### config.mk
export PLATFORM = sky130hd
export DESIGN_NAME = combo_lock_flat
export DESIGN_NICKNAME = d
export VERILOG_FILES = /design/src/rtl/combo_lock_pkg.sv /design/src/rtl/combo_lock_if.sv /design/src/rtl/combo_lock_timer.sv /design/src/rtl/combo_lock.sv /design/src/flat_wrapper.sv
export SDC_FILE = /design/constraint.sdc
export NUM_CORES = 1
export LEC_CHECK = 0
export BUFFER_PORTS_ARGS = -buffer_cell sky130_fd_sc_hd__buf_2
export CAP_MARGIN = 5
export CORE_MARGIN = 2
export CORE_UTILIZATION = 59
export CTS_CLUSTER_SIZE = 16
export DETAILED_ROUTE_END_ITERATION = 7
export PLACE_DENSITY_LB_ADDON = 0.05
export SLEW_MARGIN = 20
export SYNTH_ARGS = -nofsm -noshare
export SYNTH_HDL_FRONTEND = slang
export SYNTH_SLANG_ARGS = --single-unit
### constraint.sdc
create_clock -name clk -period 2.2 [get_ports clk]
set_input_delay 0.33 -clock clk [delete_from_list [all_inputs] [get_ports clk]]
set_output_delay 0.33 -clock clk [all_outputs]
set_load 0.01 [all_outputs]
### src/rtl/combo_lock_pkg.sv
// -----------------------------------------------------------------------------
// combo_lock_pkg
// Shared types and constants for the combination lock:
//   state_t      FSM states IDLE / ENTRY / OPEN / LOCKED
//   DIGIT_W      bits per code digit (2)
//   DIGIT_COUNT  digits per entry (4)
//   decode_key   one-hot key pulse vector -> digit + "more than one key" flag
//   code_digit   selects digit n of the packed code, first digit in the MSBs
// -----------------------------------------------------------------------------
package combo_lock_pkg;

    localparam int DIGIT_W     = 2;
    localparam int DIGIT_COUNT = 4;
    localparam int NUM_KEYS    = 1 << DIGIT_W;
    localparam int CODE_W      = DIGIT_W * DIGIT_COUNT;

    typedef enum logic [1:0] {
        IDLE   = 2'd0,
        ENTRY  = 2'd1,
        OPEN   = 2'd2,
        LOCKED = 2'd3
    } state_t;

    typedef logic [DIGIT_W-1:0] digit_t;

    typedef struct packed {
        digit_t digit;
        logic   multi;   // more than one key in the same cycle
    } key_t;

    function automatic key_t decode_key(input logic [NUM_KEYS-1:0] key_p);
        key_t k;
        k.digit = '0;
        // x & (x-1) clears the lowest set bit; anything left means >1 key
        k.multi = (key_p & (key_p - NUM_KEYS'(1))) != '0;
        for (int i = NUM_KEYS - 1; i >= 0; i--) begin
            if (key_p[i]) k.digit = digit_t'(i);
        end
        return k;
    endfunction

    function automatic digit_t code_digit(input logic [CODE_W-1:0] code,
                                          input digit_t             idx);
        digit_t d;
        case (idx)
            2'd0:    d = code[7:6];
            2'd1:    d = code[5:4];
            2'd2:    d = code[3:2];
            default: d = code[1:0];
        endcase
        return d;
    endfunction

endpackage

### src/rtl/combo_lock_if.sv
// -----------------------------------------------------------------------------
// combo_lock_if
// Key/relock inputs and status outputs of the combination lock.
//   key_p     [3:0]  one-cycle key pulses, bit i = key i
//   relock_p         one-cycle pulse, relocks from OPEN
//   unlock           high while OPEN
//   err              one-cycle pulse per failed entry
//   lockout          high while LOCKED
//   digit_cnt [1:0]  digits accepted in the current entry
// Modports: master drives the pulses (keypad side), slave is the lock.
// -----------------------------------------------------------------------------
interface combo_lock_if;
    import combo_lock_pkg::*;

    logic [NUM_KEYS-1:0] key_p;
    logic                relock_p;
    logic                unlock;
    logic                err;
    logic                lockout;
    digit_t              digit_cnt;

    modport master (
        output key_p, relock_p,
        input  unlock, err, lockout, digit_cnt
    );

    modport slave (
        input  key_p, relock_p,
        output unlock, err, lockout, digit_cnt
    );

endinterface

### src/rtl/combo_lock_timer.sv
// -----------------------------------------------------------------------------
// combo_lock_timer
// Loadable down-counter with a zero flag. Counting stops at zero.
//   clk, rst_n  clock, async active-low reset (clears the count)
//   load        load load_val this cycle (wins over en)
//   load_val    value to load
//   en          decrement when nonzero
//   zero        count == 0
// -----------------------------------------------------------------------------
module combo_lock_timer #(
    parameter int WIDTH = 16
) (
    input  logic             clk,
    input  logic             rst_n,
    input  logic             load,
    input  logic [WIDTH-1:0] load_val,
    input  logic             en,
    output logic             zero
);

    logic [WIDTH-1:0] cnt;

    always_ff @(posedge clk or negedge rst_n) begin
        if (!rst_n) begin
            cnt <= '0;
        end else if (load) begin
            cnt <= load_val;
        end else if (en && cnt != '0) begin
            cnt <= cnt - WIDTH'(1);
        end
    end

    assign zero = (cnt == '0);

endmodule

### src/rtl/combo_lock.sv
// -----------------------------------------------------------------------------
// combo_lock
// Four-digit combination lock with fail counting and timed lockout.
// Ports:
//   clk    sole clock, rising edge
//   rst_n  asynchronous active-low reset
//   bus    combo_lock_if.slave: key_p, relock_p in; unlock, err, lockout,
//          digit_cnt out (all outputs registered)
// Parameters: CODE (first digit in [7:6]), MAX_TRIES, LOCKOUT_CYCLES,
//             TIMEOUT_CYCLES.
// Optional feature: define COMBO_LOCK_TIMEOUT_EN to abandon an entry after
// TIMEOUT_CYCLES cycles without a key; otherwise ENTRY waits indefinitely and
// no timeout counter is built.
// -----------------------------------------------------------------------------
module combo_lock
    import combo_lock_pkg::*;
#(
    parameter logic [CODE_W-1:0] CODE           = 8'b00_01_10_11,
    parameter int                MAX_TRIES      = 3,
    parameter int                LOCKOUT_CYCLES = 16,
    parameter int                TIMEOUT_CYCLES = 1000
) (
    input logic          clk,
    input logic          rst_n,
    combo_lock_if.slave  bus
);

    // Timers are loaded with N-1 and the exit fires when they read zero, so
    // the state they guard lasts exactly N cycles.
    localparam logic [15:0] LOCK_LOAD = 16'(LOCKOUT_CYCLES - 1);
    localparam logic [2:0]  MAX_FAILS = 3'(MAX_TRIES);

    state_t     state;
    logic [2:0] fail_cnt;
    logic       mismatch;
    digit_t     digit_cnt;
    logic       unlock;
    logic       err;
    logic       lockout;

    key_t       key;
    logic       key_evt;
    logic       digit_bad;
    logic       entry_bad;
    logic       last_digit;
    logic       lock_load;
    logic       lock_zero;
    logic       timeout;

    // NOTE: every signal assigned here gets a value on every path, so the
    // block stays purely combinational and no latch is inferred.
    always_comb begin
        key        = decode_key(bus.key_p);
        key_evt    = (bus.key_p != '0);
        // digit_cnt is 0 in IDLE, so the same compare covers the first digit
        digit_bad  = key.multi || (key.digit != code_digit(CODE, digit_cnt));
        entry_bad  = mismatch || digit_bad;
        last_digit = (digit_cnt == digit_t'(DIGIT_COUNT - 1));
        lock_load  = (state == ENTRY) && key_evt && last_digit && entry_bad &&
                     (fail_cnt + 3'd1 == MAX_FAILS);
    end

    combo_lock_timer #(.WIDTH(16)) u_lockout_timer (
        .clk      (clk),
        .rst_n    (rst_n),
        .load     (lock_load),
        .load_val (LOCK_LOAD),
        .en       (state == LOCKED),
        .zero     (lock_zero)
    );

`ifdef COMBO_LOCK_TIMEOUT_EN
    localparam logic [15:0] TIMEOUT_LOAD = 16'(TIMEOUT_CYCLES - 1);
    logic timeout_zero;

    // Every key that starts or continues an entry restarts the idle window.
    combo_lock_timer #(.WIDTH(16)) u_timeout_timer (
        .clk      (clk),
        .rst_n    (rst_n),
        .load     ((state == IDLE || state == ENTRY) && key_evt),
        .load_val (TIMEOUT_LOAD),
        .en       ((state == ENTRY) && !key_evt),
        .zero     (timeout_zero)
    );

    assign timeout = (state == ENTRY) && !key_evt && timeout_zero;
`else
    assign timeout = 1'b0;
`endif

    // NOTE: state and outputs update with non-blocking assignments so every
    // register samples pre-edge values regardless of statement order.
    always_ff @(posedge clk or negedge rst_n) begin
        if (!rst_n) begin
            state     <= IDLE;
            fail_cnt  <= '0;
            mismatch  <= 1'b0;
            digit_cnt <= '0;
            unlock    <= 1'b0;
            err       <= 1'b0;
            lockout   <= 1'b0;
        end else begin
            err <= 1'b0;
            case (state)
                IDLE: begin
                    if (key_evt) begin
                        state     <= ENTRY;
                        digit_cnt <= digit_t'(1);
                        mismatch  <= digit_bad;
                    end
                end

                ENTRY: begin
                    if (key_evt) begin
                        if (last_digit) begin
                            digit_cnt <= '0;
                            mismatch  <= 1'b0;
                            if (!entry_bad) begin
                                state    <= OPEN;
                                unlock   <= 1'b1;
                                fail_cnt <= '0;
                            end else begin
                                err      <= 1'b1;
                                fail_cnt <= fail_cnt + 3'd1;
                                if (lock_load) begin
                                    state   <= LOCKED;
                                    lockout <= 1'b1;
                                end else begin
                                    state <= IDLE;
                                end
                            end
                        end else begin
                            digit_cnt <= digit_cnt + digit_t'(1);
                            mismatch  <= entry_bad;
                        end
                    end else if (timeout) begin
                        state     <= IDLE;
                        digit_cnt <= '0;
                        mismatch  <= 1'b0;
                    end
                end

                OPEN: begin
                    if (bus.relock_p) begin
                        state  <= IDLE;
                        unlock <= 1'b0;
                    end
                end

                LOCKED: begin
                    if (lock_zero) begin
                        state    <= IDLE;
                        lockout  <= 1'b0;
                        fail_cnt <= '0;
                    end
                end

                default: state <= IDLE;
            endcase
        end
    end

    assign bus.unlock    = unlock;
    assign bus.err       = err;
    assign bus.lockout   = lockout;
    assign bus.digit_cnt = digit_cnt;

endmodule

### src/flat_wrapper.sv
// flat-port wrapper written by rule: the top's interface ports become plain ports
module combo_lock_flat import combo_lock_pkg::*;
#(
    parameter logic [CODE_W-1:0] CODE           = 8'b00_01_10_11,
    parameter int                MAX_TRIES      = 3,
    parameter int                LOCKOUT_CYCLES = 16,
    parameter int                TIMEOUT_CYCLES = 1000
)
  (clk, rst_n, bus_key_p, bus_relock_p, bus_unlock, bus_err, bus_lockout, bus_digit_cnt);
  combo_lock_if bus_i ();
  input logic clk;
  input logic rst_n;
  input wire logic [$bits(bus_i.key_p)-1:0] bus_key_p;
  input wire logic [$bits(bus_i.relock_p)-1:0] bus_relock_p;
  output wire logic [$bits(bus_i.unlock)-1:0] bus_unlock;
  output wire logic [$bits(bus_i.err)-1:0] bus_err;
  output wire logic [$bits(bus_i.lockout)-1:0] bus_lockout;
  output wire logic [$bits(bus_i.digit_cnt)-1:0] bus_digit_cnt;
  assign bus_i.key_p = bus_key_p;
  assign bus_i.relock_p = bus_relock_p;
  assign bus_unlock = bus_i.unlock;
  assign bus_err = bus_i.err;
  assign bus_lockout = bus_i.lockout;
  assign bus_digit_cnt = bus_i.digit_cnt;
  combo_lock #(.CODE(CODE), .MAX_TRIES(MAX_TRIES), .LOCKOUT_CYCLES(LOCKOUT_CYCLES), .TIMEOUT_CYCLES(TIMEOUT_CYCLES)) u_core (.clk(clk), .rst_n(rst_n), .bus(bus_i));
endmodule
==> out/qor.txt <==
GRT
--------------------------------------------------------------------------------------
Pin count of the biggest net entering global routing                                28
Wire length of the first global-routing pass                                   5750 µm
Global router's overall resource usage                                           22.2%
Met3 capacity usage during global routing                                        2.49%
Most crowded layer after global routing                                           met2
Number of antenna violations at the first check in global routing                    0
Met1 layer usage reported by global route                                        29.3%
GR Util met2                                                                     38.3%
Vias in the first global route                                                    1328
GRT overflow                                                                         0

STA
--------------------------------------------------------------------------------------
Peak clock frequency supported by timing                                       488 MHz
Share of the clock period used by the worst path                                 93.2%
Layout Skew                                                                    12.8 ps
Final setup violation count                                                          0
Endpoints failing hold                                                               0
Max-slew headroom at the worst pin                                               58.5%
Time the worst path needs with I/O delays and setup                            2050 ps
Number of pins exceeding their max-slew limit in the final report                    0
Setup repair after global routing missed its margin                              false
Transition time at the pin with the least slew margin                           623 ps
Setup ws final                                                                  151 ps
Sum of negative setup slack                                                       0 ps

SYNTH
--------------------------------------------------------------------------------------
Main area contributors after synthesis                                    sky130_fd_sc_hd__dfrtp_1 40%, sky130_fd_sc_hd__nor2_1 4.7%, sky130_fd_sc_hd__xnor2_1 4.7%
Unique cell type count in the Yosys netlist                                         50
Average cell area after synthesis                                             9.45 µm²
Primary FF master, synth                                                  sky130_fd_sc_hd__dfrtp_1
Number of flops mapped to enable cells by yosys                                      0
Synth Instances                                                                    177
Post-synthesis sequential area ratio                                             40.4%
Flip-flop and latch count after synthesis                                           27
Async set-or-reset flop fraction in the synthesized netlist                       100%
Most used standard cells in the synthesized netlist                       27 x sky130_fd_sc_hd__dfrtp_1, 21 x sky130_fd_sc_hd__nor2_1, 15 x sky130_fd_sc_hd__nand2_1, 9 x sky130_fd_sc_hd__xnor2_1
Count leader, synth                                                       sky130_fd_sc_hd__dfrtp_1
Netlist area before placement                                                 1670 µm²
Number of nets in the synthesized netlist                                          190
Cell type contributing the most total cell area after synthesis           sky130_fd_sc_hd__dfrtp_1
Area share of the largest cell type after synthesis                              40.4%
Synthesis warning total                                                              0

DETAILED ROUTING
--------------------------------------------------------------------------------------
Initial DRT Pass Iterations                                                          4
DRC violations left                                                                  0
Detailed-route via count                                                          1370
Average wire length per cell after detail routing                              14.4 µm
DRC marker count from the first detailed-route iteration                            57
Vias/cell                                                                         6.01
Detail Route Antenna Nets                                                            0
Wire length after detailed routing                                             3290 µm

SETUP PATH
--------------------------------------------------------------------------------------
Worst Reg2Reg Path Length in Cells                                                   5
Largest stage delay on the critical path                                        610 ps
Kind of start point of the critical path                                     flip-flop
Sum of buffers and inverters on the critical path                                    0
Cell type group with the largest total delay on the critical path         simple AND/OR/NAND/NOR gates
Max Fanout on Critical Path                                                          5
Library cell contributing the largest single delay on the critical path   sky130_fd_sc_hd__or4_4
CP Capture Type                                                              flip-flop
Stages on worst setup path                                                           5
Most prevalent standard cell on the critical path                         sky130_fd_sc_hd__a21oi_1
CP cell instances                                                         or4_4, nor4_4, a21oi_1, nor3_1, a21oi_1
Data required time of the worst path                                           2430 ps
Critical path class                                                            reg2reg
WP data arrival                                                                2280 ps

CTS
--------------------------------------------------------------------------------------
Maximum buffer depth of the clock tree                                               2
Insertion delay of the later-clocked pin in the worst-skew pair                 330 ps
Clock transition at the registers of the reported paths                         160 ps
Htree depth                                                                          1
TritonCTS buffer count                                                               3
TritonCTS clock tree                                                               yes
Clock root buffer master                                                  sky130_fd_sc_hd__clkbuf_4
Clock sinks                                                                         27

POWER
--------------------------------------------------------------------------------------
Portion of total power attributed to the clock network                           12.6%
Leakage dissipation                                                           0.748 nW
Internal power                                                                 1.04 mW
Worst IR Drop VDD                                                               779 µV
Sequential fraction of design power                                              48.6%
Power dissipated by switching net loads                                       0.704 mW
Net switching fraction of the power                                              40.4%
Power density over the cells                                                939 nW/µm²
Combinational Power Share                                                        38.8%

FLOORPLANNING
--------------------------------------------------------------------------------------
Num ports                                                                           12
Die area                                                                      3280 µm²
Horizontal extent of the die                                                   57.2 µm
Floorplan Core Area                                                           2730 µm²
Initial core utilization                                                         61.2%
Num rows                                                                            19
Die extent in y                                                                57.2 µm

PLACE
--------------------------------------------------------------------------------------
HPWL reported at the end of detailed placement                                 2480 µm
Worst setup timing slack at the placement stage                                45.9 ps
Global placement routability congestion                                          0.932
Port-buffer cells                                                                   11

JOB
--------------------------------------------------------------------------------------
Number of max-capacitance violations reported                                        0

OUTCOME
--------------------------------------------------------------------------------------
Run status                                                                complete, no violations

FINISH
--------------------------------------------------------------------------------------
# nets final                                                                       211
Fraction of layout cells with a size suffix above 1                              21.8%
Ant diodes                                                                           0
Area growth syn-to-layout                                                        11.0%

HOLD PATH
--------------------------------------------------------------------------------------
Cell depth of the worst hold path                                                    4
Hold/Removal Path Class                                                         in2reg

## final timing paths
path / from / to / slack (ps)
setup reg to reg: u_core.u_lockout_timer.cnt[12]$_DFFE_PN0P_ / u_core.state[0]$_DFFE_PN0P_ / 150
hold reg to reg: u_core.bus.lockout$_DFFE_PN0P_ / u_core.bus.lockout$_DFFE_PN0P_ / 490
min in group asynchronous: rst_n / u_core.mismatch$_DFFE_PN0P_ / 530
hold / removal: bus_relock_p / u_core.state[1]$_DFFE_PN0P_ / 320
max in group asynchronous: rst_n / u_core.u_lockout_timer.cnt[8]$_DFFE_PN0P_ / 1260
setup / recovery: u_core.u_lockout_timer.cnt[12]$_DFFE_PN0P_ / u_core.state[0]$_DFFE_PN0P_ / 150
## state kept, by name, summed over array words and instances, names as in the netlist
name and count:
u_core.state 2, u_core.mismatch 1, u_core.fail_cnt 3, u_core.u_lockout_timer.cnt 16, u_core.bus.err 1, u_core.bus.unlock 1, u_core.bus.digit_cnt 2, u_core.bus.lockout 1
## power by group through the flow
stage	registers (mW)	logic, mW	clock network (mW)
after floorplan	0.823	0.507	0
final	0.847	0.677	0.219
after global routing	0.870	0.790	0.248
after global placement	0.841	0.644	0
after CTS	0.845	0.671	0.229
after detailed placement	0.855	0.668	0
## layer usage
metal,wire length [µm],share of wire (%)
met5,0,0
met4,17,0.52
met3,111,3.4
met2,1680,51
met1,1490,45
## per-stage QoR
| step | hold WS (ps) | cell area [µm²] | instances | total power, mW | util, % |
|---|---|---|---|---|---|
| after floorplan | 34.4 | 1670 | 177 | 1.33 | - |
| after global placement | 366 | 1800 | 222 | 1.49 | 66.0 |
| after detailed placement | 375 | 1800 | 222 | 1.52 | 66.0 |
| after CTS | 307 | 1840 | 227 | 1.75 | 67.5 |
| after global routing | 369 | 1860 | 228 | 1.91 | 67.9 |
| final | 317 | 1860 | 228 | 1.74 | 67.9 |
## cell families after synthesis
group / share of synthesized area, %
xor+xnor: 4.71
buf+inv: 3.14
simple gates: 25.4
mux: 1.27
compound gates: 20.6
fa+ha+maj: 4.49
flops: 40.4
## worst reg2reg max path: stages (launching register included)
cell	delay, ps
sky130_fd_sc_hd__dfrtp_1	460
sky130_fd_sc_hd__or4_4	610
sky130_fd_sc_hd__nor4_4	420
sky130_fd_sc_hd__a21oi_1	210
sky130_fd_sc_hd__nor3_1	160
sky130_fd_sc_hd__a21oi_1	90
## area by class of cell
| cell class | count | area [µm²] |
|---|---|---|
| clock buffer | 3 | 22.5 |
| clock inverter | 1 | 7.51 |
| fill | 224 | 877 |
| inverter | 8 | 30.0 |
| multi-input combinational | 137 | 950 |
| sequential | 27 | 676 |
| tap | 31 | 38.8 |
| timing repair buffer | 21 | 133 |
## placed cells by master, fill, tap and decap left out, drive strengths merged, types with 4 or more instances in the layout
cell type,instances
dfrtp,27
nor2,21
buf,20
nand2,15
o21ai,12
xnor2,9
inv,8
nor3,8
nor4,8
nand2b,7
a21oi,7
ha,6
o211ai,4
a21o,4
## what timing repair did
| item | in CTS | in global routing |
|---|---|---|
| hold buffers | 1 | 0 |
| buffers inserted | 0 | 1 |
| endpoints found under the hold margin | 4 | 0 |
| gates resized for setup | 0 | 2 |
| endpoints found under the setup margin | 0 | 11 |
Note: power is estimated with default switching activity, not from simulation.
